`config.mk`:
```
export PLATFORM = sky130hd
export DESIGN_NAME = dmem_arbiter
export DESIGN_NICKNAME = d
export VERILOG_FILES = /design/src/rtl/dmem_arbiter.sv
export SDC_FILE = /design/constraint.sdc
export NUM_CORES = 1
export LEC_CHECK = 0
export CORE_ASPECT_RATIO = 0.5
export CORE_MARGIN = 5
export CORE_UTILIZATION = 30
export DETAILED_ROUTE_END_ITERATION = 16
export DONT_BUFFER_PORTS = 1
export PLACE_DENSITY = 0.41
export SYNTH_ARGS = -nofsm -noshare
export SYNTH_HDL_FRONTEND = slang
export SYNTH_SLANG_ARGS = --single-unit
```
`constraint.sdc`:
```
create_clock -name clk -period 3.9 [get_ports clk]
set_input_delay 0.78 -clock clk [delete_from_list [all_inputs] [get_ports clk]]
set_output_delay 0.78 -clock clk [all_outputs]
set_load 0.01 [all_outputs]
```
`src/rtl/dmem_arbiter.sv`:
```
// Round-robin arbiter sharing one single-port data memory between the processor
// load/store path (master 0) and the debug/DMA loader (master 1).
module dmem_arbiter #(
  parameter int unsigned ADDR_W    = 8,
  parameter int unsigned DATA_W    = 8,
  parameter int unsigned MAX_BURST = 4
) (
  input  logic              clk,
  input  logic              reset,
  input  logic              m0_req,
  input  logic              m0_wr,
  input  logic [ADDR_W-1:0] m0_addr,
  input  logic [DATA_W-1:0] m0_wdata,
  output logic              m0_gnt,
  output logic [DATA_W-1:0] m0_rdata,
  output logic              m0_rvalid,
  input  logic              m1_req,
  input  logic              m1_wr,
  input  logic [ADDR_W-1:0] m1_addr,
  input  logic [DATA_W-1:0] m1_wdata,
  output logic              m1_gnt,
  output logic [DATA_W-1:0] m1_rdata,
  output logic              m1_rvalid,
  output logic [ADDR_W-1:0] mem_addr,
  output logic              mem_rd,
  output logic              mem_wr,
  output logic [DATA_W-1:0] mem_wdata,
  input  logic [DATA_W-1:0] mem_rdata
);

  typedef enum logic [1:0] {
    IDLE   = 2'd0,
    GRANT0 = 2'd1,
    GRANT1 = 2'd2
  } state_e;

  localparam logic [3:0] BURST_LIM = 4'(MAX_BURST);

  state_e     state_q, state_d;
  logic       last_q, last_d;
  logic [3:0] cnt_q, cnt_d;
  logic       rv_q, rv_d;
  logic       owner_q, owner_d;
  logic       acc0, acc1;
  logic       at_limit;

  assign acc0     = (state_q == GRANT0) & m0_req;
  assign acc1     = (state_q == GRANT1) & m1_req;
  assign at_limit = (cnt_q + 4'd1) == BURST_LIM;

  always_ff @(posedge clk or negedge reset) begin
    if (!reset) begin
      state_q <= IDLE;
      last_q  <= 1'b1;
      cnt_q   <= '0;
      rv_q    <= 1'b0;
      owner_q <= 1'b0;
    end else begin
      state_q <= state_d;
      last_q  <= last_d;
      cnt_q   <= cnt_d;
      rv_q    <= rv_d;
      owner_q <= owner_d;
    end
  end

  always_comb begin
    state_d = state_q;
    unique case (state_q)
      IDLE: begin
        if (m0_req && m1_req) state_d = last_q ? GRANT0 : GRANT1;
        else if (m0_req)      state_d = GRANT0;
        else if (m1_req)      state_d = GRANT1;
      end
      GRANT0: begin
        if (!m0_req)                 state_d = m1_req ? GRANT1 : IDLE;
        else if (m1_req && at_limit) state_d = GRANT1;
      end
      GRANT1: begin
        if (!m1_req)                 state_d = m0_req ? GRANT0 : IDLE;
        else if (m0_req && at_limit) state_d = GRANT0;
      end
      default: state_d = IDLE;
    endcase

    last_d = last_q;
    if (state_d == GRANT0)      last_d = 1'b0;
    else if (state_d == GRANT1) last_d = 1'b1;

    cnt_d = cnt_q;
    if (state_d != state_q)  cnt_d = '0;
    else if (acc0 || acc1)   cnt_d = cnt_q + 4'd1;

    m0_gnt    = (state_q == GRANT0);
    m1_gnt    = (state_q == GRANT1);
    mem_rd    = 1'b0;
    mem_wr    = 1'b0;
    mem_addr  = '0;
    mem_wdata = '0;
    if (acc0) begin
      mem_rd    = ~m0_wr;
      mem_wr    = m0_wr;
      mem_addr  = m0_addr;
      mem_wdata = m0_wdata;
    end else if (acc1) begin
      mem_rd    = ~m1_wr;
      mem_wr    = m1_wr;
      mem_addr  = m1_addr;
      mem_wdata = m1_wdata;
    end

    // Owner is captured with the read so a grant switch cannot misroute the return.
    rv_d    = mem_rd;
    owner_d = acc1;

    m0_rvalid = rv_q & ~owner_q;
    m1_rvalid = rv_q & owner_q;
    m0_rdata  = m0_rvalid ? mem_rdata : '0;
    m1_rdata  = m1_rvalid ? mem_rdata : '0;
  end

endmodule

```
Yosys cells after proc, flatten, opt, wreduce, memory -nomap -nowiden

Cells that the tools add are included.

Flip-flop bits (word level): 9
Latch bits: 0
RAM bits: 0
Memory bits (read-only): 0
Input port bits: 46
Output and inout port bits: 38
Word-level logic and storage cells: 51
Memories kept: 0

Add/sub/neg operators: 1
Multipliers: 0
Divide/modulo/power cells: 0
Magnitude comparators: 0
Eq/ne operators: 6
Shift operators: 0
Muxes and demuxes: 25
Bitwise gates (word level): 7
Reductions and logical operators: 7

Operator list:

| cell                                           | number |
|---|---|
| two-way mux 8 bit                              | 6 |
| two-way mux 2 bit                              | 9 |
| two-way mux 4 bit                              | 2 |
| two-way mux 1 bit                              | 7 |
| case mux 2 bit (3 select lines)                | 1 |
| adder 4 x 1 -> 4 bit (second input constant)   | 1 |
| AND 1 bit                                      | 4 |
| == test 2 x 1 -> 1 bit (second input constant) | 2 |
| == test 2 bit (second input constant)          | 2 |
| == test 4 x 3 -> 1 bit (second input constant) | 1 |
| nonzero test 2 bit                             | 2 |
| logical AND 1 bit                              | 3 |
| inverter 1 bit                                 | 3 |
| logical NOT 2 bit                              | 1 |
| != test 2 bit                                  | 1 |
| logical OR 1 bit                               | 1 |

Longest topological paths before layout

Gate-level depths: netlist of the first run.

Depth in word-level cells: 9
Gate-level depth with buffers: 8
Mapped depth without buffers: 8

Worst setup path before layout of the first run

No wires, ideal clock.

Path kind: input to output
From: input m0_req
To: output mem_rd
Arrival: 1.612 ns
Required time: 3.120 ns
Path slack: 1.508 ns
Stages: 5
Cells stage by stage: and3b_1 > buf_2 > buf_2 > inv_1 > o22ai_1

Cells in the longest elaborated chain, start to end: 2

Ends and longest elaborated chain:

| item              | line | text |
|---|---|---|
| start, declared   | 10   | `input logic m0_req,` |
| AND 1 bit         | 47   | `assign acc0 = (state_q == GRANT0) & m0_req;` |
| two-way mux 1 bit | 100  | `if (acc0) begin` |
| end, declared     | 25   | `output logic mem_rd,` |

Every way passes these cells.

Worst setup path in the final report of the first run

From: register state_q[0]
To: output mem_rd

Cells in the longest elaborated chain, start to end: 4
Elaborated cells between the ends (all ways): 6
Those cells by class: eq/ne: 2; mux: 2; bitwise: 2

Ends and longest elaborated chain:

| item                   | line | text |
|---|---|---|
| start, declared        | 39   | `state_e state_q, state_d;` |
| start signal, assigned | 59   | `state_q <= state_d;` |
| == test 2 bit          | 48   | `assign acc1 = (state_q == GRANT1) & m1_req;` |
| AND 1 bit              | 48   |  |
| two-way mux 1 bit      | 105  | `end else if (acc1) begin` |
| two-way mux 1 bit (*)  | 100  |  |

Mark *: on every way between the ends. The rest lies on a longest branch, timed or not.

==> flow_metrics.py, run 1 <==
metrics = {
    "status": {
        "status": "complete, no violations",
    },
    "floorplan": {
        "die_w_um": 84.9,
        "ios": 84,
        "rows": 13,
        "die_h_um": 47.4,
        "core-area_um2": 2640,
        "start_util": 0.319,
        "die_area_um2": 4030,
    },
    "min_path": {
        "min_path_type": "in -> async",
    },
    "grt": {
        "grt_max_degree": 24,
        "grt_pass1_wl_um": 3680,
        "grt_overflow": 0,
        "antenna_found_initial": 0,
        "grt_pass1_vias": 736,
        "grt_usage": 0.120,
    },
    "job": {
        "drv_cap": 0,
    },
    "yosys": {
        "syn_area_per_cell_um2": 8.58,
        "syn_area_um2": 841,
        "yosys.area.top_type": "dfrtp_1",
        "synth-seq-cells": 9,
        "synthTopCellsByArea": "dfrtp_1 (24%), a22o_1 (18%), and2_1 (6.7%)",
        "ys_seq_area_frac": 0.269,
        "ys_types": 31,
        "syn_nets": 147,
        "yosys_warnings": 0,
        "postSynthCellCount": 98,
        "synth_top_area_frac": 0.238,
    },
    "setup_path": {
        "arrival_ns": 1.89,
        "reg2reg_depth": 7,
        "crit_type": "reg -> out",
        "critPathLaunchType": "flip-flop",
        "critPathMaxFanout": 23,
        "required_ns": 3.12,
        "setup.worst_path.end_class": "output port",
    },
    "placed_design": {
        "portBuffers": 0,
        "place_congestion": 0.775,
        "dp_hpwl_um": 2220,
        "dpl.cell_count": 127,
        "placed_cell_area_um2": 850,
    },
    "final_layout": {
        "num-nets-final": 144,
        "utilization": 0.340,
        "drive_gt1_frac": 0.0638,
        "areaGrowthSynthToFinish_pct": 6.40,
        "antenna_cells": 0,
        "final_area_um2": 895,
        "finalNonFillerCells": 131,
        "fillers": 278,
    },
    "clocking": {
        "clkTransAtPathRegs_ns": 0.05,
        "cts_setup_buffers": 0,
        "postCtsHoldBufs": 0,
        "clkSinkCount": 9,
        "cts_tree": "done",
        "cts_root_buffer": "clkbuf_8",
        "ctsResizeCount": 0,
        "clock_latency_ns": 0.23,
        "cts_buffer_depth": 2,
        "numCtsBuffers": 3,
        "h-tree-depth": 1,
    },
    "route": {
        "drt_iter0_drc": 51,
        "drc": 0,
        "vias": 775,
        "drt-vias-per-instance": 5.92,
        "wl_per_cell_um": 20.4,
        "ant_nets": 0,
        "finalWirelength_um": 2670,
        "dr.pass1.iters": 4,
    },
    "timing": {
        "period_share": 0.684,
        "whs_ns": 0.238,
        "finalSetupViolCount": 0,
        "tightestPinTransition_ns": 0.789,
        "relSlewSlack": 0.474,
        "hold_viol": 0,
        "fin_crit_ns": 2.67,
        "skew_ns": 0.00339,
        "drv_slew": 0,
        "rsz0062_at_grt": "no",
        "fmax_mhz": 375,
        "setup_tns_ns": 0,
    },
    "power": {
        "switching_share": 0.358,
        "switchingPower_w": 0.000126,
        "p_int_w": 0.000227,
        "pwr-share-clk": 0.313,
        "power.share.combinational": 0.310,
        "leakagePower_nw": 0.412,
        "vdd_ir_drop_max_uv": 111,
        "pwr-share-seq": 0.377,
        "p_per_area_nw_per_um2": 395,
    },
}
## path summary, 6_finish.rpt
kind / start / to / slack (ns)
setup / recovery: state_q[0] / mem_rd / 1.23
hold / removal: reset / cnt_q[0] / 0.24
setup reg to reg: cnt_q[0] / last_q / 1.70
hold reg to reg: last_q / last_q / 0.50
max in group asynchronous: reset / last_q / 3.49
min in group clk: last_q / last_q / 0.50
## power groups by stage
stage                     clock network [W]  registers (W)  logic [W]
after floorplan                           0       0.000122   0.000107
after global placement                    0       0.000133   0.000109
after detailed placement                  0       0.000134   0.000111
after CTS                          0.000113       0.000133   0.000112
after global routing               0.000121       0.000136   0.000121
final                              0.000110       0.000133   0.000110
## flip-flops by register name, summed over array words and instances (netlist names)
signal / flops
last_q: 1
rv_q: 1
cnt_q: 4
state_q: 2
owner_q: 1
## synth_stat cells
| cell | n |
|---|---|
| or2_1 | 1 |
| mux2_2 | 1 |
| inv_1 | 2 |
| xnor2_1 | 1 |
| o21ai_0 | 2 |
| and3b_1 | 3 |
| xor2_1 | 2 |
| or4bb_1 | 1 |
| nand3b_1 | 1 |
| and3_1 | 8 |
| and4bb_1 | 1 |
| a31oi_1 | 2 |
| buf_2 | 6 |
| and4_1 | 1 |
| nand2_1 | 6 |
| o2111ai_1 | 1 |
| a31o_1 | 1 |
| a22o_1 | 17 |
| dfstp_2 | 1 |
| clkbuf_1 | 2 |
| a21bo_2 | 1 |
| ha_1 | 3 |
| dfrtp_1 | 8 |
| a21oi_1 | 1 |
| or3_1 | 3 |
| mux2i_1 | 1 |
| o22ai_1 | 2 |
| nand4_1 | 1 |
| nor2_1 | 6 |
| nor2b_1 | 3 |
| and2_1 | 9 |
## cells in the final DEF, fill, tap and decap left out, types with 2 or more instances in the layout
cell / count
or3_1: 3
ha_1: 3
clkbuf_8: 3
and3b_1: 3
nor2b_1: 3
o21ai_0: 2
nor2_1: 6
a31oi_1: 2
and3_1: 8
xor2_1: 2
a22o_1: 17
dfrtp_1: 8
o22ai_1: 2
nand2_1: 6
inv_1: 2
and2_1: 9
## critical path: stages (launching register included)
cell and delay [ns]:
dfrtp_1 0.46, and3b_1 0.77, inv_1 0.09, o22ai_1 0.33
## per-stage QoR
| step | power, W | worst slack, ns |
|---|---|---|
| after detailed placement | 0.000245 | 1.24 |
| after CTS | 0.000358 | 1.19 |
| after global placement | 0.000242 | 1.32 |
| after floorplan | 0.000229 | 1.51 |
| final | 0.000353 | 1.23 |
| after global routing | 0.000378 | 1.09 |
## cells by family after synthesis
family                     share of synthesized area
AOI/OAI and AO/OA                              0.257
xor gates and xnor gates                      0.0313
adders and majority gates                     0.0446
buffers and inverters                         0.0536
DFF                                            0.269
muxes                                         0.0253
and+or+nand+nor                                0.318
## routing by layer
metal  vias to the layer above  wire length [um]  GRT usage
met2                        66              1250      0.235
met4                         0                27     0.0284
li1                        354                 -          -
met3                         4               350     0.0515
met1                       351              1040      0.127
met5                         -                 0          0
## final cells by class
cell class,instances,area [um2],area share
multi-input combinational,79,569,0.636
sequential,9,226,0.253
clock buffer,4,45.0,0.0503
inverter,2,7.51,0.00839
tap,37,46.3,0.0517
Power figures use the tool's default switching activity.
==> run 2, diff against run 1 <==
- PLACE_DENSITY: 0.41 -> 0.42
- clock period: 3.9 -> 2.35 ns (I/O delays scaled with it)
==> flow_metrics.py, run 2 (synthesis results as in run 1) <==
metrics = {
    "timing": {
        "tightestPinTransition_ns": 0.557,
        "finalSetupViolCount": 0,
        "hold_viol": 0,
        "setup_tns_ns": 0,
        "period_share": 0.921,
        "drv_slew": 0,
        "skew_ns": 0.000642,
        "fin_crit_ns": 2.17,
        "relSlewSlack": 0.628,
        "fmax_mhz": 462,
        "rsz0062_at_grt": "no",
    },
    "floorplan": {
        "die_area_um2": 4030,
        "start_util": 0.319,
        "core-area_um2": 2640,
        "ios": 84,
        "die_h_um": 47.4,
        "rows": 13,
        "die_w_um": 84.9,
    },
    "power": {
        "p_per_area_nw_per_um2": 644,
        "vdd_ir_drop_max_uv": 150,
        "total_power_w": 0.000592,
        "leakagePower_nw": 0.427,
    },
    "placed_design": {
        "dp_hpwl_um": 2310,
        "portBuffers": 0,
        "dpl.cell_count": 129,
        "place_congestion": 0.723,
    },
    "grt": {
        "grt_usage": 0.131,
        "grt_pass1_vias": 768,
        "grt_pass1_wl_um": 3910,
        "grt_overflow": 0,
        "antenna_found_initial": 0,
        "grt_max_degree": 23,
    },
    "setup_path": {
        "r2r_end": "last_q",
        "setup.worst_path.end_class": "flip-flop",
        "arrival_ns": 2.32,
        "crit_type": "reg -> reg",
        "critPathMaxFanout": 6,
        "critPathLaunchType": "flip-flop",
        "cp_slowest_cell": "dfrtp_1",
        "crit_chain": "ha_1, and4bb_1, a31o_1, or3_1, a31oi_1, ha_1, o21ai_0",
        "required_ns": 2.50,
        "max_stage_delay_ns": 0.44,
        "r2r_setup_slack_ns": 0.18,
        "reg2reg_depth": 7,
        "rr_startpoint": "cnt_q[0]",
        "crit_top_cell": "ha_1",
    },
    "route": {
        "drc": 0,
        "drt_iter0_drc": 11,
        "wl_per_cell_um": 20.6,
        "drt-vias-per-instance": 5.88,
        "ant_nets": 0,
        "vias": 788,
        "dr.pass1.iters": 3,
        "finalWirelength_um": 2760,
    },
    "final_layout": {
        "fillers": 291,
        "top_regs": "cnt_q x4, state_q x2",
        "antenna_cells": 0,
        "areaGrowthSynthToFinish_pct": 9.38,
        "layout_common_cells": "a22o_1 (17), and2_1 (9), and3_1 (8), dfrtp_1 (8)",
        "num-nets-final": 147,
        "largest_reg_flops": 4,
        "finalNonFillerCells": 134,
        "drive_gt1_frac": 0.0825,
        "regMostFlops": "cnt_q",
        "utilization": 0.349,
        "final_common_cell": "a22o_1",
    },
    "clocking": {
        "h-tree-depth": 1,
        "clkTransAtPathRegs_ns": 0.04,
        "clkSinkCount": 9,
        "cts_setup_buffers": 0,
        "cts_tree": "done",
        "cts_root_buffer": "clkbuf_8",
        "clock_latency_ns": 0.23,
        "ctsResizeCount": 0,
        "cts_buffer_depth": 2,
        "numCtsBuffers": 3,
    },
    "min_path": {
        "min_path_type": "in -> async",
    },
    "status": {
        "status": "complete, no violations",
    },
    "job": {
        "drv_cap": 0,
    },
}
==> run 2: changes by cell type in the layout (fill, tap and decap cells not counted), sizes merged <==
cell,previous run,this run
buf,0,2
dlygate4sd3,0,1
==> run 2: timing repair <==
item	CTS	global route
hold buffers	1	0
endpoints found under the setup margin	0	0
hold endpoints to repair	8	0
==> run 2: worst max-delay path by stage <==
stage,start,to,cells after the start
6_report,cnt_q[0],last_q,7
3_5_place_dp,cnt_q[0],last_q,7
2_1_floorplan,cnt_q[0],last_q,7
4_1_cts,cnt_q[0],last_q,7
5_1_grt,cnt_q[0],last_q,7
3_3_place_gp,cnt_q[0],last_q,7
==> run 2: area by class of cell <==
class	count	area (um2)	share of cell area
well taps	37	46.3	0.0503
inverters	2	7.51	0.00816
flip-flops and latches	9	226	0.246
clock buffers	4	45.0	0.0490
multi-input cells	79	569	0.619
repair buffers	3	25.0	0.0272
==> run 2: per-stage QoR <==
step	worst slack (ns)	hold WS (ns)	instance area, um2
2_1_floorplan	0.319	0.174	841
3_3_place_gp	0.257	0.175	865
3_5_place_dp	0.188	0.175	865
4_1_cts	0.180	0.0726	920
5_1_grt	0.0650	0.0651	920
6_report	0.185	0.0807	920
==> run 2: per-layer routing <==
layer	wire, um	GRT usage
met1	1140	0.135
met2	1300	0.247
met3	309	0.0550
met4	12	0.0568
met5	0	0
==> run 2: where the power goes <==
| part | internal, W | switching (W) |
|---|---|---|
| Sequential | 0.000184 | 0.0000367 |
| Combinational | 0.0000794 | 0.000114 |
| Clock | 0.000118 | 0.0000601 |
| Total | 0.000382 | 0.000211 |
==> run 2: worst max-delay path, delay by kind of cell (launching register included) <==
kind | cells | cell delay (ns)
AND/OR/NAND/NOR | 2 | 0.55
adder cells (fa/ha/maj) | 2 | 0.51
AO/OA/AOI/OAI | 3 | 0.58
flip-flops | 1 | 0.44
==> run 3, diff against run 2 <==
- CORE_MARGIN: 5 -> not set
==> flow_metrics.py, run 3 (synthesis results as in run 1) <==
metrics = {
    "status": {
        "status": "complete, no violations",
    },
    "timing": {
        "period_share": 0.921,
        "finalSetupViolCount": 0,
        "hold_viol": 0,
        "fin_ws_ns": 0.186,
        "rsz0062_at_grt": "no",
        "fin_crit_ns": 2.16,
        "fmax_mhz": 462,
        "tightestPinTransition_ns": 0.526,
        "relSlewSlack": 0.649,
        "whs_ns": 0.0801,
        "setup_tns_ns": 0,
        "drv_slew": 0,
        "skew_ns": 0.000851,
    },
    "setup_path": {
        "critPathMaxFanout": 6,
        "arrival_ns": 2.32,
        "required_ns": 2.51,
        "setup.worst_path.end_class": "flip-flop",
        "crit_chain": "ha_1, and4bb_1, a31o_1, or3_1, a31oi_2, ha_1, o21ai_0",
        "crit_top_cell": "ha_1",
        "crit_type": "reg -> reg",
        "critPathBufInv": 0,
        "cp_top_family": "simple AND/OR/NAND/NOR gates",
        "critPathLaunchType": "flip-flop",
        "cp_slowest_cell": "dfrtp_1",
        "max_stage_delay_ns": 0.44,
    },
    "clocking": {
        "numCtsBuffers": 3,
        "cts_root_buffer": "clkbuf_8",
        "cts_buffer_depth": 2,
        "clkTransAtPathRegs_ns": 0.05,
        "cts_tree": "done",
        "cts_setup_buffers": 0,
        "clkSinkCount": 9,
        "clock_latency_ns": 0.23,
        "h-tree-depth": 1,
    },
    "route": {
        "drt-vias-per-instance": 5.87,
        "finalWirelength_um": 2330,
        "drt_iter0_drc": 21,
        "vias": 787,
        "drc": 0,
        "dr.pass1.iters": 4,
        "wl_per_cell_um": 17.4,
        "ant_nets": 0,
    },
    "power": {
        "vdd_ir_drop_max_uv": 197,
        "p_per_area_nw_per_um2": 641,
        "leakagePower_nw": 0.427,
    },
    "job": {
        "drv_cap": 0,
    },
    "placed_design": {
        "pre_cts_ws_ns": 0.173,
        "place_congestion": 0.738,
        "dp_hpwl_um": 1910,
        "portBuffers": 0,
    },
    "final_layout": {
        "drive_gt1_frac": 0.0928,
        "num-nets-final": 147,
        "antenna_cells": 0,
        "utilization": 0.354,
        "final_common_cell": "a22o_1",
        "layout_common_cells": "a22o_1 (17), and2_1 (9), and3_1 (8), dfrtp_1 (8)",
        "largest_reg_flops": 4,
        "areaGrowthSynthToFinish_pct": 10.1,
        "regMostFlops": "cnt_q",
        "top_regs": "cnt_q x4, state_q x2",
    },
    "floorplan": {
        "rows": 13,
        "start_util": 0.321,
        "die_area_um2": 3030,
        "die_h_um": 39.4,
        "core-area_um2": 2620,
        "die_w_um": 76.9,
        "ios": 84,
    },
    "grt": {
        "grt_max_degree": 23,
        "grt_pass1_wl_um": 3400,
        "antenna_found_initial": 0,
        "grt_pass1_vias": 719,
        "grt_usage": 0.155,
        "grt_overflow": 0,
    },
    "min_path": {
        "min_path_type": "in -> async",
    },
}
-- run 3: worst reg2reg max path: stages, from the launching register on --
cell,delay [ns]
dfrtp_1,0.44
ha_1,0.25
and4bb_1,0.22
a31o_1,0.20
or3_1,0.36
a31oi_2,0.21
ha_1,0.26
o21ai_0,0.15
-- run 3: where the power goes --
group          switching [W]  total, W  internal, W
registers          0.0000351  0.000219     0.000184
clock network      0.0000610  0.000179     0.000118
logic               0.000114  0.000195    0.0000811
-- run 3: what timing repair did --
action / 4_1_cts / 5_1_grt
hold endpoints to repair: 8 / 0
hold buffers: 1 / 0
endpoints found under the setup margin: 0 / 1
gates resized for setup: 0 / 1
-- run 3: layout make-up --
type	instances	area (um2)
timing repair buffer	3	25.0
clock buffer	4	45.0
sequential	9	226
fill	272	1690
tap	37	46.3
inverter	2	7.51
multi-input combinational	79	576
-- run 3: metal layers --
| layer | routed length, um | track usage |
|---|---|---|
| met2 | 1180 | 0.295 |
| met3 | 205 | 0.0465 |
| met5 | 0 | 0 |
| met1 | 949 | 0.175 |
| met4 | 0 | 0.0433 |
-- run 3: path summary, 6_finish.rpt --
path                          start  slack, ns  cells after the start          to
setup / recovery           cnt_q[0]       0.19                      7      last_q
hold / removal                reset       0.08                      0      last_q
setup reg to reg           cnt_q[0]       0.19                      7      last_q
hold reg to reg              last_q       0.50                      2      last_q
max in group asynchronous     reset       1.49                      1    cnt_q[1]
min in group clk             m1_req       0.35                      1  state_q[0]
-- run 3: through the flow --
step	cell area (um2)	total power (W)	instances
final	926	0.000594	134
after detailed placement	865	0.000412	129
after global placement	865	0.000403	129
after floorplan	841	0.000380	98
after CTS	920	0.000600	134
after global routing	926	0.000635	134
